==> src/rtl/clk_div_prog.sv <==
// rtl/clk_div_prog.sv - runtime-programmable integer clock divider with tick strobe.
// Define CLKDIV_ODD_DUTY50_EN to add a negedge stage giving 50% duty on odd divisors.
module clk_div_prog #(
   parameter int DIV_W       = 8,
   parameter int DEFAULT_DIV = 2
) (
   input  logic             clk_in,
   input  logic             rst_n,
   input  logic             en,
   input  logic [DIV_W-1:0] div_val,
   input  logic             div_load,
   output logic             div_busy,
   output logic             div_ack,
   output logic             load_err,
   output logic             clk_out,
   output logic             tick,
   output logic             running
);

   localparam logic [DIV_W-1:0] C_DEF = DIV_W'(DEFAULT_DIV);
   localparam logic [DIV_W-1:0] C_MIN = DIV_W'(2);
   localparam logic [DIV_W-1:0] C_ONE = DIV_W'(1);

   typedef enum logic {ST_IDLE, ST_RUN} state_t;

   state_t           r_state;
   state_t           w_state_nxt;
   logic [DIV_W-1:0] r_cnt;
   logic [DIV_W-1:0] r_n_act;
   logic [DIV_W-1:0] r_n_pend;
   logic             r_busy;
   logic             r_clk_pos;
   logic             r_tick;
   logic             r_ack;
   logic             r_err;

   logic             w_run;
   logic             w_last;
   logic             w_bnd;
   logic [DIV_W-1:0] w_half;
   logic [DIV_W-1:0] w_clamped;
   logic             w_accept;
   logic             w_apply;

   assign w_run     = (r_state == ST_RUN);
   assign w_last    = (r_cnt == (r_n_act - C_ONE));
   assign w_bnd     = w_run & w_last;
   assign w_half    = r_n_act >> 1;
   assign w_clamped = (div_val < C_MIN) ? C_MIN : div_val;
   assign w_accept  = div_load & ~r_busy;
   // A pending divisor only lands on a period boundary, or at once when idle.
   assign w_apply   = r_busy & (w_bnd | ~w_run);

   always_comb begin
      w_state_nxt = r_state;
      case (r_state)
         ST_IDLE: if (en) w_state_nxt = ST_RUN;
         ST_RUN:  if (w_last && !en) w_state_nxt = ST_IDLE;
         default: w_state_nxt = ST_IDLE;
      endcase
   end

   always_ff @(posedge clk_in or negedge rst_n) begin
      if (!rst_n) begin
         r_state <= ST_IDLE;
      end else begin
         r_state <= w_state_nxt;
      end
   end

   always_ff @(posedge clk_in or negedge rst_n) begin
      if (!rst_n) begin
         r_cnt     <= '0;
         r_clk_pos <= 1'b0;
         r_tick    <= 1'b0;
      end else if (w_run) begin
         r_cnt     <= w_last ? '0 : r_cnt + C_ONE;
         r_clk_pos <= (r_cnt < w_half);
         r_tick    <= (r_cnt == '0);
      end else begin
         r_cnt     <= '0;
         r_clk_pos <= 1'b0;
         r_tick    <= 1'b0;
      end
   end

   // Accept and apply are mutually exclusive: accept needs busy low, apply needs it high.
   always_ff @(posedge clk_in or negedge rst_n) begin
      if (!rst_n) begin
         r_n_act  <= C_DEF;
         r_n_pend <= C_DEF;
         r_busy   <= 1'b0;
         r_ack    <= 1'b0;
         r_err    <= 1'b0;
      end else begin
         r_ack <= w_apply;
         r_err <= div_load & r_busy;
         if (w_apply) begin
            r_n_act <= r_n_pend;
            r_busy  <= 1'b0;
         end else if (w_accept) begin
            r_n_pend <= w_clamped;
            r_busy   <= 1'b1;
         end
      end
   end

`ifdef CLKDIV_ODD_DUTY50_EN
   logic r_clk_neg;

   always_ff @(negedge clk_in or negedge rst_n) begin
      if (!rst_n) begin
         r_clk_neg <= 1'b0;
      end else begin
         r_clk_neg <= r_clk_pos;
      end
   end

   // Stretching by half a source period only on odd divisors keeps the rise on tick.
   assign clk_out = r_n_act[0] ? (r_clk_pos | r_clk_neg) : r_clk_pos;
`else
   assign clk_out = r_clk_pos;
`endif

   assign tick     = r_tick;
   assign running  = w_run;
   assign div_busy = r_busy;
   assign div_ack  = r_ack;
   assign load_err = r_err;

endmodule

==> config.mk <==
export PLATFORM = sky130hd
export DESIGN_NAME = clk_div_prog
export DESIGN_NICKNAME = d
export VERILOG_FILES = /design/src/rtl/clk_div_prog.sv
export SDC_FILE = /design/constraint.sdc
export NUM_CORES = 1
export LEC_CHECK = 0
export CORE_MARGIN = 10
export CORE_UTILIZATION = 50
export DETAILED_ROUTE_END_ITERATION = 16
export GPL_TIMING_DRIVEN = 0
export PLACE_DENSITY = 0.84
export SYNTH_ARGS = -nofsm -noshare
export SYNTH_HDL_FRONTEND = slang
export SYNTH_SLANG_ARGS = --single-unit
==> constraint.sdc <==
create_clock -name clk_in -period 2.3 [get_ports clk_in]
set_input_delay 0.46 -clock clk_in [delete_from_list [all_inputs] [get_ports clk_in]]
set_output_delay 0.46 -clock clk_in [all_outputs]
set_load 0.02 [all_outputs]
==> metrics <==
GR Util All Layers=0.127; initial antenna violation count=0; Max Cap Viol=0; Seq cells post-synth=30; Final Hold Viols=0; WP data arrival=2480 ps; delay of the slowest critical-path stage=580 ps; number of synthesized flops with an enable pin=0; HP Class=primary input to asynchronous set/reset pin; Clock Latency Late Sink=330 ps; Ports=18; routed wire length=3730 um; vias per cell=5.64; Max VDD drop=0.301 mV; Crit path required time=2520 ps; Filler cells=280; Avg Synthesized Cell Area=10.6 um2; clk buf depth=2; # rows=21; Total Power=900 uW; Final Max Tran Viols=0; Yosys cell types=39; hold-fix buffers at CTS=0; Seq/Total Area, Yosys=0.441; Period Utilization, post-route=0.985; PortBufs=17; die width=78.5 um; reg2reg start=r_n_act[0]$_DFFE_PN0P_; Fmax achieved=0.441 GHz; CTS tree=yes; reg-to-reg setup timing slack=30 ps; Core Region=0.00331 mm2; WL per Instance=15.5 um; vias post-DR=1359; mapped cell area=0.00171 mm2; endpoint type of the worst setup path=flip-flop; initial core utilization=0.516; WHS=141 ps; Setup Slack @ Placement=-178 ps; unrepaired setup endpoints after global routing=true; Final Skew=10.4 ps; Mapped Cells=161; CP max-delay cell=or4_4; Num CTS Buffers=5; Initial DRC Count=88; worst-margin pin slew=650 ps; root buffer cell=clkbuf_4; Reg clk slew, reported paths=100 ps; first-pass GRT wire length=6490 um; TritonRoute pass-1 iters=4; ratio of cells with drive above 1 in the final layout=0.226; worst reg-to-reg path cell count=6; vias in the first global route=1431; Startpoint Class=flip-flop; die footprint=0.00616 mm2; sequence of cells on the critical path=or4_4 > a2111o_1 > nand2_2 > o2111ai_4 > a21oi_4 > mux2_4; n_diodes=0; Setup CP Type=flip-flop to flip-flop; # H-tree levels=2; status=complete, no violations; Setup Viol. Count Final=0; Power Density=425 mW/mm2; CP max FO=6; Ys Warns=0; capturing point of the worst reg2reg path=r_n_act[2]$_DFFE_PN0P_; ANT nets after route=0; dominant synthesized flop cell=dfrtp_1; static leakage=0.935 nW; DIE HEIGHT=78.5 um; Overflow after GRT=0; DRC viols=0; Finished Core Util=0.640; share of flip-flops with an asynchronous set or reset=1.00; setup ws final=34.5 ps; HPWL Detailed=2680 um; Worst slew margin=0.567; Final min period=2270 ps; Sink Count=30; fin nets=215; Routability Congestion=0.934; Synthesized Nets=182; Layout area overhead=23.9%; pin count of the biggest net entering global routing=31
## report_power, final
group	total [mW]	internal [mW]	switching, mW	leakage [nW]
sequential	0.528	0.528	0.000304	0.383
combinational	0.0335	0.0181	0.0154	0.517
clock	0.338	0.147	0.191	0.0343
## per-stage QoR
stage	cell area [um2]	TNS (ps)	instances
6_report	2120	0	241
5_1_grt	2120	-230	241
4_1_cts	2100	0	239
3_5_place_dp	1940	-839	224
3_3_place_gp	1940	-380	224
2_1_floorplan	1710	0	161
## flip-flops by register name, indices dropped and copies added, names as in the netlist
| register | cells |
|---|---|
| tick | 1 |
| r_cnt | 8 |
| r_n_act | 8 |
| load_err | 1 |
| div_busy | 1 |
| r_n_pend | 8 |
| running | 1 |
| div_ack | 1 |
| clk_out | 1 |
## Yosys cell counts (all sizes together) (2+ instances only)
cell,count,share of area
a211o,2,0.010
a21boi,2,0.0088
a21o,6,0.026
a21oi,2,0.012
a22o,5,0.026
and2,2,0.0073
and3,4,0.015
clkbuf,5,0.011
dfrtp,28,0.41
dfstp,2,0.031
ha,9,0.066
inv,13,0.029
mux2,8,0.057
nand2,7,0.015
nand2b,7,0.030
nand3,5,0.015
nor2,11,0.024
nor3,4,0.012
nor4,2,0.016
o21ai,5,0.015
o221ai,2,0.010
or4,5,0.024
xnor2,8,0.041
xor2,7,0.036
## how the worst max path moves through the flow
stage,to,startpoint,depth (start not counted),slack [ps]
4_1_cts,r_n_act[2]$_DFFE_PN0P_,r_n_act[0]$_DFFE_PN0P_,8,10
3_3_place_gp,r_n_act[2]$_DFFE_PN0P_,r_n_act[0]$_DFFE_PN0P_,8,-160
5_1_grt,r_n_act[2]$_DFFE_PN0P_,r_n_act[0]$_DFFE_PN0P_,6,-50
3_5_place_dp,r_n_act[3]$_DFFE_PN0P_,r_n_act[0]$_DFFE_PN0P_,8,-180
6_report,r_n_act[2]$_DFFE_PN0P_,r_n_act[0]$_DFFE_PN0P_,6,30
2_1_floorplan,r_n_act[2]$_DFFE_PN0P_,r_n_act[0]$_DFFE_PN0P_,8,5
## worst max-delay path: cells and delay by family, from the launching register on
kind,cells,cell delay [ps]
AO/OA/AOI/OAI,3,740
flip-flops,1,440
multiplexers,1,310
AND/OR/NAND/NOR,2,670
## cells by family after synthesis
family	count (synthesis)	share of synthesized area
xor+xnor	15	0.0769
simple gates	50	0.173
buf+inv	18	0.0395
mux	8	0.0571
flops	30	0.441
compound gates	31	0.147
fa+ha+maj	9	0.0659
## placed cells by master, fill, tap and decap left out, types with 6 or more instances in the layout
cell | synthesis | layout
xor2_1 | 7 | 7
clkdlybuf4s50_1 | 0 | 16
nor2_1 | 11 | 11
ha_1 | 9 | 8
a21o_1 | 6 | 6
mux2_2 | 6 | 6
dfrtp_1 | 28 | 27
nand2b_1 | 6 | 6
xnor2_1 | 8 | 7
inv_1 | 13 | 12
buf_4 | 0 | 9
## metal layers
metal  vias to the layer above  global-route usage  wire (um)
met2                        42               0.220       1810
met4                         0              0.0484         66
met5                         -                   0          0
met1                       670               0.140       1630
met3                         8              0.0433        216
li1                        639                   -          -
## layout make-up
cell class / instances / area (um2) / area share
tap: 46 / 57.6 / 0.0272
timing repair buffer: 26 / 233 / 0.110
buffer: 5 / 18.8 / 0.00886
clock buffer: 6 / 51.3 / 0.0242
clock inverter: 2 / 12.5 / 0.00591
inverter: 13 / 48.8 / 0.0230
sequential: 30 / 754 / 0.356
multi-input combinational: 113 / 942 / 0.445
## what timing repair did
item,4_1_cts,5_1_grt
pin swaps,8,6
resized for setup,9,6
setup endpoints to repair,16,16
endpoints found under the hold margin,0,0
buffers inserted,7,2
Power figures use the tool's default switching activity.
